**src/rtl/grad_eval_engine.sv**
```systemverilog
// Evaluates a separable quadratic bowl and its scaled gradient over four Q8.8 axes.
// A single shared multiplier is time-multiplexed: square then step for each axis.
module grad_eval_engine #(
  parameter logic signed [31:0] LEARNING_RATE_A = 32'h0000_0030,
  parameter logic signed [31:0] LEARNING_RATE_B = 32'h0000_0030,
  parameter logic signed [31:0] LEARNING_RATE_C = 32'h0000_0030,
  parameter logic signed [31:0] LEARNING_RATE_D = 32'h0000_0030,
  parameter logic signed [15:0] TARGET_A = 16'h0100,
  parameter logic signed [15:0] TARGET_B = 16'hFE00,
  parameter logic signed [15:0] TARGET_C = 16'h0300,
  parameter logic signed [15:0] TARGET_D = 16'h0000
) (
  input  logic        clk,
  input  logic        rst_n,
  input  logic        start_func,
  input  logic [15:0] a_in,
  input  logic [15:0] b_in,
  input  logic [15:0] c_in,
  input  logic [15:0] d_in,
  output logic [31:0] value,
  output logic [15:0] a_diff_out,
  output logic [15:0] b_diff_out,
  output logic [15:0] c_diff_out,
  output logic [15:0] d_diff_out,
  output logic        func_done,
  output logic        overflow
);
  localparam logic [1:0] IDLE    = 2'd0;
  localparam logic [1:0] COMPUTE = 2'd1;
  localparam logic [1:0] DONE    = 2'd2;

  logic [1:0]         state;
  logic [2:0]         step;
  logic signed [15:0] xa, xb, xc, xd;
  logic [31:0]        acc;
  logic               ovf_pend;
  logic [15:0]        da_p, db_p, dc_p;

  logic signed [15:0] x_sel, t_sel;
  logic signed [31:0] lr_sel;
  logic signed [16:0] e;
  logic signed [17:0] mul_a;
  logic signed [31:0] mul_b;
  logic signed [49:0] prod, shifted;
  logic [15:0]        sat_val;
  logic               sat_hit;

  // step[2:1] picks the axis, step[0] picks square (0) or gradient step (1)
  always_comb begin
    x_sel  = xa;
    t_sel  = TARGET_A;
    lr_sel = LEARNING_RATE_A;
    case (step[2:1])
      2'd1: begin x_sel = xb; t_sel = TARGET_B; lr_sel = LEARNING_RATE_B; end
      2'd2: begin x_sel = xc; t_sel = TARGET_C; lr_sel = LEARNING_RATE_C; end
      2'd3: begin x_sel = xd; t_sel = TARGET_D; lr_sel = LEARNING_RATE_D; end
      default: ;
    endcase
  end

  assign e       = {x_sel[15], x_sel} - {t_sel[15], t_sel};
  assign mul_a   = step[0] ? {e, 1'b0} : {e[16], e};
  assign mul_b   = step[0] ? lr_sel : {{15{e[16]}}, e};
  assign prod    = mul_a * mul_b;
  assign shifted = prod >>> 8;

  always_comb begin
    sat_hit = 1'b0;
    sat_val = shifted[15:0];
    if (shifted > 50'sd32767) begin
      sat_hit = 1'b1;
      sat_val = 16'h7FFF;
    end else if (shifted < -50'sd32768) begin
      sat_hit = 1'b1;
      sat_val = 16'h8000;
    end
  end

  always_ff @(posedge clk or negedge rst_n) begin
    if (!rst_n) begin
      state      <= IDLE;
      step       <= 3'd0;
      xa         <= '0;
      xb         <= '0;
      xc         <= '0;
      xd         <= '0;
      acc        <= '0;
      ovf_pend   <= 1'b0;
      da_p       <= '0;
      db_p       <= '0;
      dc_p       <= '0;
      value      <= '0;
      a_diff_out <= '0;
      b_diff_out <= '0;
      c_diff_out <= '0;
      d_diff_out <= '0;
      func_done  <= 1'b0;
      overflow   <= 1'b0;
    end else begin
      case (state)
        IDLE: if (start_func) begin
          xa       <= a_in;
          xb       <= b_in;
          xc       <= c_in;
          xd       <= d_in;
          acc      <= '0;
          ovf_pend <= 1'b0;
          step     <= 3'd0;
          state    <= COMPUTE;
        end
        COMPUTE: begin
          step <= step + 3'd1;
          if (!step[0]) acc <= acc + shifted[31:0];
          else begin
            ovf_pend <= ovf_pend | sat_hit;
            case (step[2:1])
              2'd0: da_p <= sat_val;
              2'd1: db_p <= sat_val;
              2'd2: dc_p <= sat_val;
              default: ;
            endcase
          end
          // last step: axis d's step goes straight to the output with everything else
          if (step == 3'd7) begin
            value      <= acc;
            a_diff_out <= da_p;
            b_diff_out <= db_p;
            c_diff_out <= dc_p;
            d_diff_out <= sat_val;
            overflow   <= ovf_pend | sat_hit;
            func_done  <= 1'b1;
            step       <= 3'd0;
            state      <= DONE;
          end
        end
        DONE: if (!start_func) begin
          func_done <= 1'b0;
          state     <= IDLE;
        end
        default: state <= IDLE;
      endcase
    end
  end
endmodule

```
**config.mk**
```make
export PLATFORM = sky130hd
export DESIGN_NAME = grad_eval_engine
export DESIGN_NICKNAME = d
export VERILOG_FILES = /design/src/rtl/grad_eval_engine.sv
export SDC_FILE = /design/constraint.sdc
export NUM_CORES = 1
export LEC_CHECK = 0
export CAP_MARGIN = 10
export CORE_MARGIN = 2
export CORE_UTILIZATION = 40
export DETAILED_ROUTE_END_ITERATION = 6
export GPL_ROUTABILITY_DRIVEN = 1
export SLEW_MARGIN = 30
export SYNTH_ARGS = -nofsm -noshare
export SYNTH_HDL_FRONTEND = slang
export SYNTH_SLANG_ARGS = --single-unit
```
**constraint.sdc**
```tcl
create_clock -name clk -period 15.5 [get_ports clk]
set_input_delay 3.1 -clock clk [delete_from_list [all_inputs] [get_ports clk]]
set_output_delay 3.1 -clock clk [all_outputs]
set_load 0.05 [all_outputs]
```
* After elaboration in Yosys (flattened, before gate mapping)
Cells that the tools add are included.
** Operators by class
- Equal/unequal tests :: 11
- Shift-type cells :: 0
- Magnitude comparators :: 2
- Divide/modulo/power cells :: 0
- Mux-type cells :: 24
- Add/subtract/negate cells :: 3
- Reduce and logical (&&, ||, !) cells :: 14
- Bitwise operators :: 1
- Multipliers :: 1
** Operators with widths (number)
- $mux 32 :: 3
- $pmux 16 s3 :: 2
- $pmux 32 s2 :: 1
- $mul 18x32->50 :: 1
- $gt 42x16->1 const B :: 1
- $lt 42x16->1 const B :: 1
- $add 32x32->32 :: 1
- $mux 16 :: 2
- $reduce_and 3->1 :: 7
- $mux 17 :: 1
- $sub 16x16->17 :: 1
- $ne 2x2->1 const B :: 5
- $eq 2x2->1 const B :: 3
- $mux 1 :: 6
- $mux 2 :: 3
- $mux 3 :: 2
- $pmux 2 s3 :: 1
- $pmux 3 s2 :: 1
- $reduce_and 2->1 :: 3
- $eq 2x1->1 const B :: 2
- $logic_not 2->1 :: 2
- $pmux 1 s2 :: 2
- $reduce_bool 2->1 :: 2
- $add 3x1->3 const B :: 1
- 2 further kinds :: 2
** Storage, ports and cells
- Bits in writable memories :: 0
- Bits in read-only memories :: 0
- Memories :: 0
- Word-level logic and storage cells :: 74
- Register bits :: 248
- Bits of input ports :: 67
- Bits in latches :: 0
- Output and inout bits :: 98

* Depth between registers and ports, before layout
Gate-level depths: netlist (run 1).
- Depth after elaboration :: 11
- Mapped depth :: 52
- Mapped depth without buffers :: 49

* Least setup slack after synthesis (run 1)
No wires, ideal clock.
- Path type :: reg2reg
- Start :: reg step[1]
- End :: reg acc[29]
- Period minus slack after synthesis :: 11475 ps
- Path slack :: 4025 ps
- Data arrival time :: 11342 ps
- Stages on the path, launching flop included :: 50
- Setup time :: 133 ps
- Buffers on the path :: 3
- Cell sequence :: dfrtp_1 -> inv_1 -> ha_1 -> inv_2 -> buf_1 -> buf_1 -> mux2_2 -> inv_1 -> fa_1 -> nor2b_1 -> o21ai_0 -> nand2b_1 -> a21o_1 -> a21o_1 -> a21oi_1 -> nand3_1 -> o21a_1 -> nor2_1 -> [14 not listed] -> ha_1 -> clkbuf_1 -> a21oi_1 -> nand2_1 -> a21o_1 -> a21o_1 -> and2_1 -> ha_1 -> and2_1 -> a2111oi_0 -> o2111a_1 -> o21ai_0 -> nand3_1 -> a41oi_1 -> or3_1 -> a31oi_1 -> xor2_1 -> o21ai_0
** Between the ends
- Cells in the longest elaborated chain, start to end :: 8
** Ends and longest elaborated chain
- from (decl) :: line 33 : logic [2:0] step;
- from (signal assigned) :: line 112 : step <= step + 3'd1;
- $eq 2x2->1 or $eq 2x1->1 (tied branches) :: line 53 : case (step[2:1])
- $pmux 16 s3 :: line 53
- $sub 16x16->17 * :: line 61 : assign e = {x_sel[15], x_sel} - {t_sel[15], t_sel};
- $mux 17 or $mux 32 (tied branches) :: line 62, 63
- $mul 18x32->50 * :: line 64 : assign prod = mul_a * mul_b;
- $add 32x32->32 * :: line 113 : if (!step[0]) acc <= acc + shifted[31:0];
- $mux 32 * :: line 113
- $pmux 32 s2 * :: line 100 : case (state)
- to (signal assigned) :: line 113
- to (decl) :: line 35 : logic [31:0] acc;
Every way passes the cells marked *; elsewhere a longest branch is shown, timed or not. The select of a mux whose other input is x is not followed.
A chain may end at the register's enable or synchronous reset.

* Worst setup path in the final report (run 1)
- Start :: reg step[2]
- End :: reg acc[29]
Same word-level chain as after synthesis.

==> results of run 1 <==
registers in the layout, summed over array words and instances (netlist names), 16 cells and up:
register    flops
xd             16
d_diff_out     16
a_diff_out     16
da_p           16
xa             16
value          32
b_diff_out     16
acc            32
xc             16
xb             16
db_p           16
c_diff_out     16
dc_p           16
area by class of cell:
class,count,area (sq um),area share
well taps,782,978,0.0351
clock inverters,12,210,0.00754
multi-input cells,1661,16000,0.574
inverters,485,1820,0.0653
clock buffers,37,773,0.0277
flip-flops and latches,248,6210,0.223
repair buffers,194,1900,0.0681
worst max-delay path, delay by kind of cell, from the launching register on:
kind | cells | cell delay (ns)
AOI/OAI and AO/OA | 14 | 2.79
DFF | 1 | 0.43
buffers and inverters | 7 | 0.93
adders and majority gates | 11 | 5.03
xor gates and xnor gates | 3 | 1.11
and+or+nand+nor | 11 | 2.42
cells in the final DEF (no fill, tap or decap), drive strengths merged, types with 42 or more instances in the layout:
| master | synthesis | routed |
|---|---|---|
| a21oi | 84 | 84 |
| inv | 483 | 485 |
| mux2 | 140 | 140 |
| fa | 328 | 328 |
| a21o | 43 | 43 |
| dfrtp | 248 | 248 |
| nand2 | 237 | 237 |
| ha | 139 | 139 |
| a31oi | 42 | 42 |
| o21ai | 80 | 80 |
| clkdlybuf4s50 | 0 | 163 |
| nor2 | 178 | 178 |
routing by layer:
layer / routed length, microns / part of all wire / vias up
li1: - / - / 8284
met1: 29200 / 0.45 / 9221
met2: 31400 / 0.48 / 467
met3: 3360 / 0.052 / 77
met4: 1110 / 0.017 / 0
met5: 0 / 0 / -
metrics by stage:
| stage | setup WS, ns | util | cells | instance area, sq um |
|---|---|---|---|---|
| 3_5_place_dp | 2.84 | 0.445 | 3369 | 26900 |
| 2_1_floorplan | 4.03 | - | 2490 | 24400 |
| 4_1_cts | 2.76 | 0.462 | 3418 | 27900 |
| 3_3_place_gp | 3.10 | 0.445 | 3369 | 26900 |
| 5_1_grt | 1.66 | 0.462 | 3419 | 27900 |
| 6_report | 2.66 | 0.462 | 3419 | 27900 |
worst max path at each step:
stage | startpoint | endpoint | slack, ns | cells after the start
4_1_cts | step[2] | acc[29] | 2.76 | 46
6_report | step[2] | acc[29] | 2.66 | 46
2_1_floorplan | step[1] | acc[29] | 4.03 | 49
3_5_place_dp | step[2] | acc[29] | 2.84 | 46
5_1_grt | step[2] | acc[29] | 1.66 | 45
3_3_place_gp | step[2] | acc[29] | 3.10 | 46
cell families (layout without fill, tap and decap cells):
logic type,after synthesis,after routing
xor+xnor,54,54
simple gates,582,582
fa+ha+maj,467,467
buf+inv,581,728
mux,160,160
compound gates,398,398
flops,248,248
==> results.cfg, run 1 <==
[drt]
drtIter0Drc = 1251
via_count = 18000
antenna_left = 0
viasPerCell = 5.28
drt_wl_total_microns = 65000
first_pass_iters = 6
drc = 0
routedWlPerCell_microns = 19.0

[floorplan]
initial_utilization = 0.404
core_area_sq_mm = 0.0604
die_h_microns = 251
row_count = 90
pin_count = 165
fp.dieW_microns = 251
dieArea_sq_mm = 0.0630

[sta]
slew_violations = 0
post-route-min-period_ns = 12.84
worst_pin_slew_ns = 0.998
slew_headroom = 0.334
rsz0062_at_grt = no
hold_viol_final = 0
fmax_mhz = 77.9
fin_hold_ws_ns = 0.481
finClkSkew_ns = 0.0135
fin_crit_sh = 0.829
setup_viol = 0
tns_ns = 0

[hold_path]
hold_end = value[17]
worstHoldPathType = flip-flop to flip-flop
hold_depth = 2
min_from = value[17]

[synthesis]
ys_async_sr_fraction = 1.00
synth_nets = 3024
synth_cell_types = 80
synth-xor-area-share = 0.0202
synth-main-ff-cell = dfrtp_1
synth_edf_count = 0
syn-mean-instance-area_sq_um = 9.80
yosys_warnings = 0
post-synth-top-count-cell = inv_1
synth.area.top_cells = fa_1 27%, dfrtp_1 25%, inv_1 7.4%, ha_1 7.1%, mux2_2 6.5%
synth_fa_ha_area_frac = 0.340
synth-simple-area-share = 0.109
yosysSeqAreaShare = 0.254
synth.area.mux_share = 0.0728
synth_compound_area_frac = 0.112
synth_top_family_by_area = adder cells
ys_top_cells_by_count = 482 x inv_1, 328 x fa_1, 248 x dfrtp_1, 226 x nand2_1, 178 x nor2_1
syn_inst = 2490
yosys_register_bits = 248
synth_top_area_share = 0.269
yosysTopAreaCell = fa_1
syn-cell-area_sq_mm = 0.0244

[worst_setup_path]
critPathCaptureType = flip-flop
cp-start-kind = flip-flop
r2r_setup_slack_ns = 2.66
r2r-start = step[2]
cp_slowest_cell = a2111oi_0
critPathKind = flip-flop to flip-flop
rr_worst_depth = 46
cp_max_fo = 17
cp.arrival_ns = 13.26
rr_endpoint = acc[29]
cp.required_ns = 15.91
max_stage_delay_ns = 0.69
crit_top_cell = inv_1

[finish]
drive_gt1_frac = 0.0986
nNetsFinal = 3151
diodes = 0
areaGrowthSynthToFinish_pct = 14.3
n_fill_cell = 5668

[clocking]
numCtsBuffers = 27
cts_sinks = 248
cts-resized-gates = 0
clk_path_buf_depth = 3
post-cts-setup-buffers = 0
cts_tree = built
cts-root-buf = clkbuf_16
htreeDepth = 1
path_clk_slew_ns = 0.06
postCtsHoldBufs = 0
clock_latency_ns = 0.56

[job]
cap_violations = 0

[grt]
antenna_found_initial = 0
grt_pass1_vias = 19000
grtUsageMet2 = 0.354
grt_use_total = 0.210
grt_max_degree = 115
grt_overflow = 0
grt_pass1_wl_microns = 106000
grtUsageMet1 = 0.295
grt_util_met3 = 0.0275
grt.busiest_layer = met2

[place]
hpwl_microns = 51900
globalplace.congestion = 0.893
port_buffers = 164

[status]
status = finished clean
Power of run 1 is not shown: default switching activity piles up to over one toggle a cycle in this logic, so the estimate is an artifact.
==> inputs of run 2 (changes only) <==
Clock period 15.5 ns to 11.6 ns, I/O delays scaled along.
==> run 2 against run 1 <==
Effect of this change:
- global-route usage increased by 0.15 points
- critical path depth unchanged
- setup slack got worse by 2.1 ns
- largest cell class unchanged
- routed wire length increased by 1.7%
- core utilization increased by 0.85 points
- clock-buffer cell count increased by 1
- register-to-register slack got worse by 2.1 ns
- highest routed layer unchanged
- cell area increased by 1.8%
- fmax increased by 17%
- non-clock buffer count increased by 31
- first-iteration DRC count increased by 9.3%
- flip-flop and latch count unchanged
==> results.cfg, run 2 (synthesis results as in run 1) <==
[worst_setup_path]
cp_max_fo = 17
r2r_setup_slack_ns = 0.58
cp_slowest_cell = fa_1
r2r-start = step[2]
critPathCaptureType = flip-flop
rr_endpoint = acc[29]
cp.required_ns = 12.04
critPathKind = flip-flop to flip-flop
crit_top_cell = fa_1
max_stage_delay_ns = 0.54
cp.arrival_ns = 11.46
rr_worst_depth = 46
cp-start-kind = flip-flop

[hold_path]
min_from = d_diff_out[2]
worstHoldPathType = flip-flop to flip-flop
hold_depth = 2
hold_end = d_diff_out[2]

[floorplan]
die_h_microns = 251
fp.dieW_microns = 251
core_area_sq_mm = 0.0604
initial_utilization = 0.404
row_count = 90
pin_count = 165
dieArea_sq_mm = 0.0630

[sta]
fin_crit_sh = 0.950
hold_viol_final = 0
fmax_mhz = 90.8
finClkSkew_ns = 0.0230
slew_headroom = 0.304
fin_hold_ws_ns = 0.489
post-route-min-period_ns = 11.02
slew_violations = 0
setup_viol = 0
rsz0062_at_grt = yes
worst_pin_slew_ns = 1.01

[grt]
grt_pass1_vias = 19000
grt_use_total = 0.212
antenna_found_initial = 0
grt_overflow = 0
grt_pass1_wl_microns = 106000
grt_max_degree = 97

[drt]
viasPerCell = 5.26
drtIter0Drc = 1367
routedWlPerCell_microns = 19.1
via_count = 18200
drt_wl_total_microns = 66200
first_pass_iters = 7
antenna_left = 0
drc = 0

[clocking]
cts_sinks = 248
htreeDepth = 1
clock_latency_ns = 0.58
clk_path_buf_depth = 3
numCtsBuffers = 29
cts-root-buf = clkbuf_16
path_clk_slew_ns = 0.06
cts_tree = built

[finish]
nNetsFinal = 3184
layout_common_cells = 478 x inv_1, 324 x fa_1, 245 x dfrtp_1, 223 x nand2_1, 173 x nor2_1
areaGrowthSynthToFinish_pct = 16.4
drive_gt1_frac = 0.127
stdcell_count = 3455
reg_top3 = acc x32, value x32
diodes = 0
final_common_cell = inv_1

[status]
status = finished clean

[place]
port_buffers = 164
dp_cells = 3391
hpwl_microns = 52300
globalplace.congestion = 0.896

[job]
cap_violations = 0
run 2: critical path, delay by kind of cell, from the launching register on:
| family | cells | cell delay [ns] |
|---|---|---|
| AO/OA/AOI/OAI | 15 | 2.94 |
| XOR/XNOR | 2 | 0.38 |
| adder cells (fa/ha/maj) | 10 | 4.11 |
| flip-flops | 1 | 0.42 |
| buffers and inverters | 7 | 0.78 |
| AND/OR/NAND/NOR | 11 | 1.95 |
| multiplexers | 1 | 0.28 |
run 2: layout make-up:
cell class,count,area (sq um)
tap,782,978
clock buffer,38,800
fill,5638,32000
multi-input combinational,1661,16200
timing repair buffer,225,2120
sequential,248,6210
clock inverter,16,262
inverter,485,1840
run 2: timing repair:
item / CTS / global route
resized for setup: 3 / 58
buffers inserted: 1 / 9
hold buffers: 0 / 0
pin swaps: 0 / 8
endpoints found under the setup margin: 5 / 76
run 2: per-layer routing:
layer,vias up,GRT usage,share of wire
met5,-,0,0
met4,0,0.0526,0.024
met3,92,0.0294,0.051
met2,475,0.352,0.49
met1,9282,0.294,0.44
li1,8341,-,-
run 2: worst max-delay path by stage:
stage            start  endpoint  slack, ns  depth (start not counted)
4_1_cts        step[1]   acc[29]     0.0007                         46
5_1_grt        step[1]   acc[31]       -0.1                         46
6_report       step[2]   acc[29]       0.58                         46
3_3_place_gp   step[1]   acc[28]      0.001                         46
2_1_floorplan  step[1]   acc[29]       0.13                         49
3_5_place_dp   step[1]   acc[29]      -0.15                         43
run 2: stage by stage:
step / worst slack, ns / instance area (sq um) / setup TNS, ns / util
CTS: 0.000688 / 28100 / 0 / 0.466
global route: -0.0972 / 28400 / -1.31 / 0.471
detailed placement: -0.149 / 27000 / -0.347 / 0.448
floorplan: 0.125 / 24400 / 0 / -
finish: 0.582 / 28400 / 0 / 0.471
global placement: 0.00141 / 27000 / 0 / 0.448
Power of run 2 is left out for the same reason.
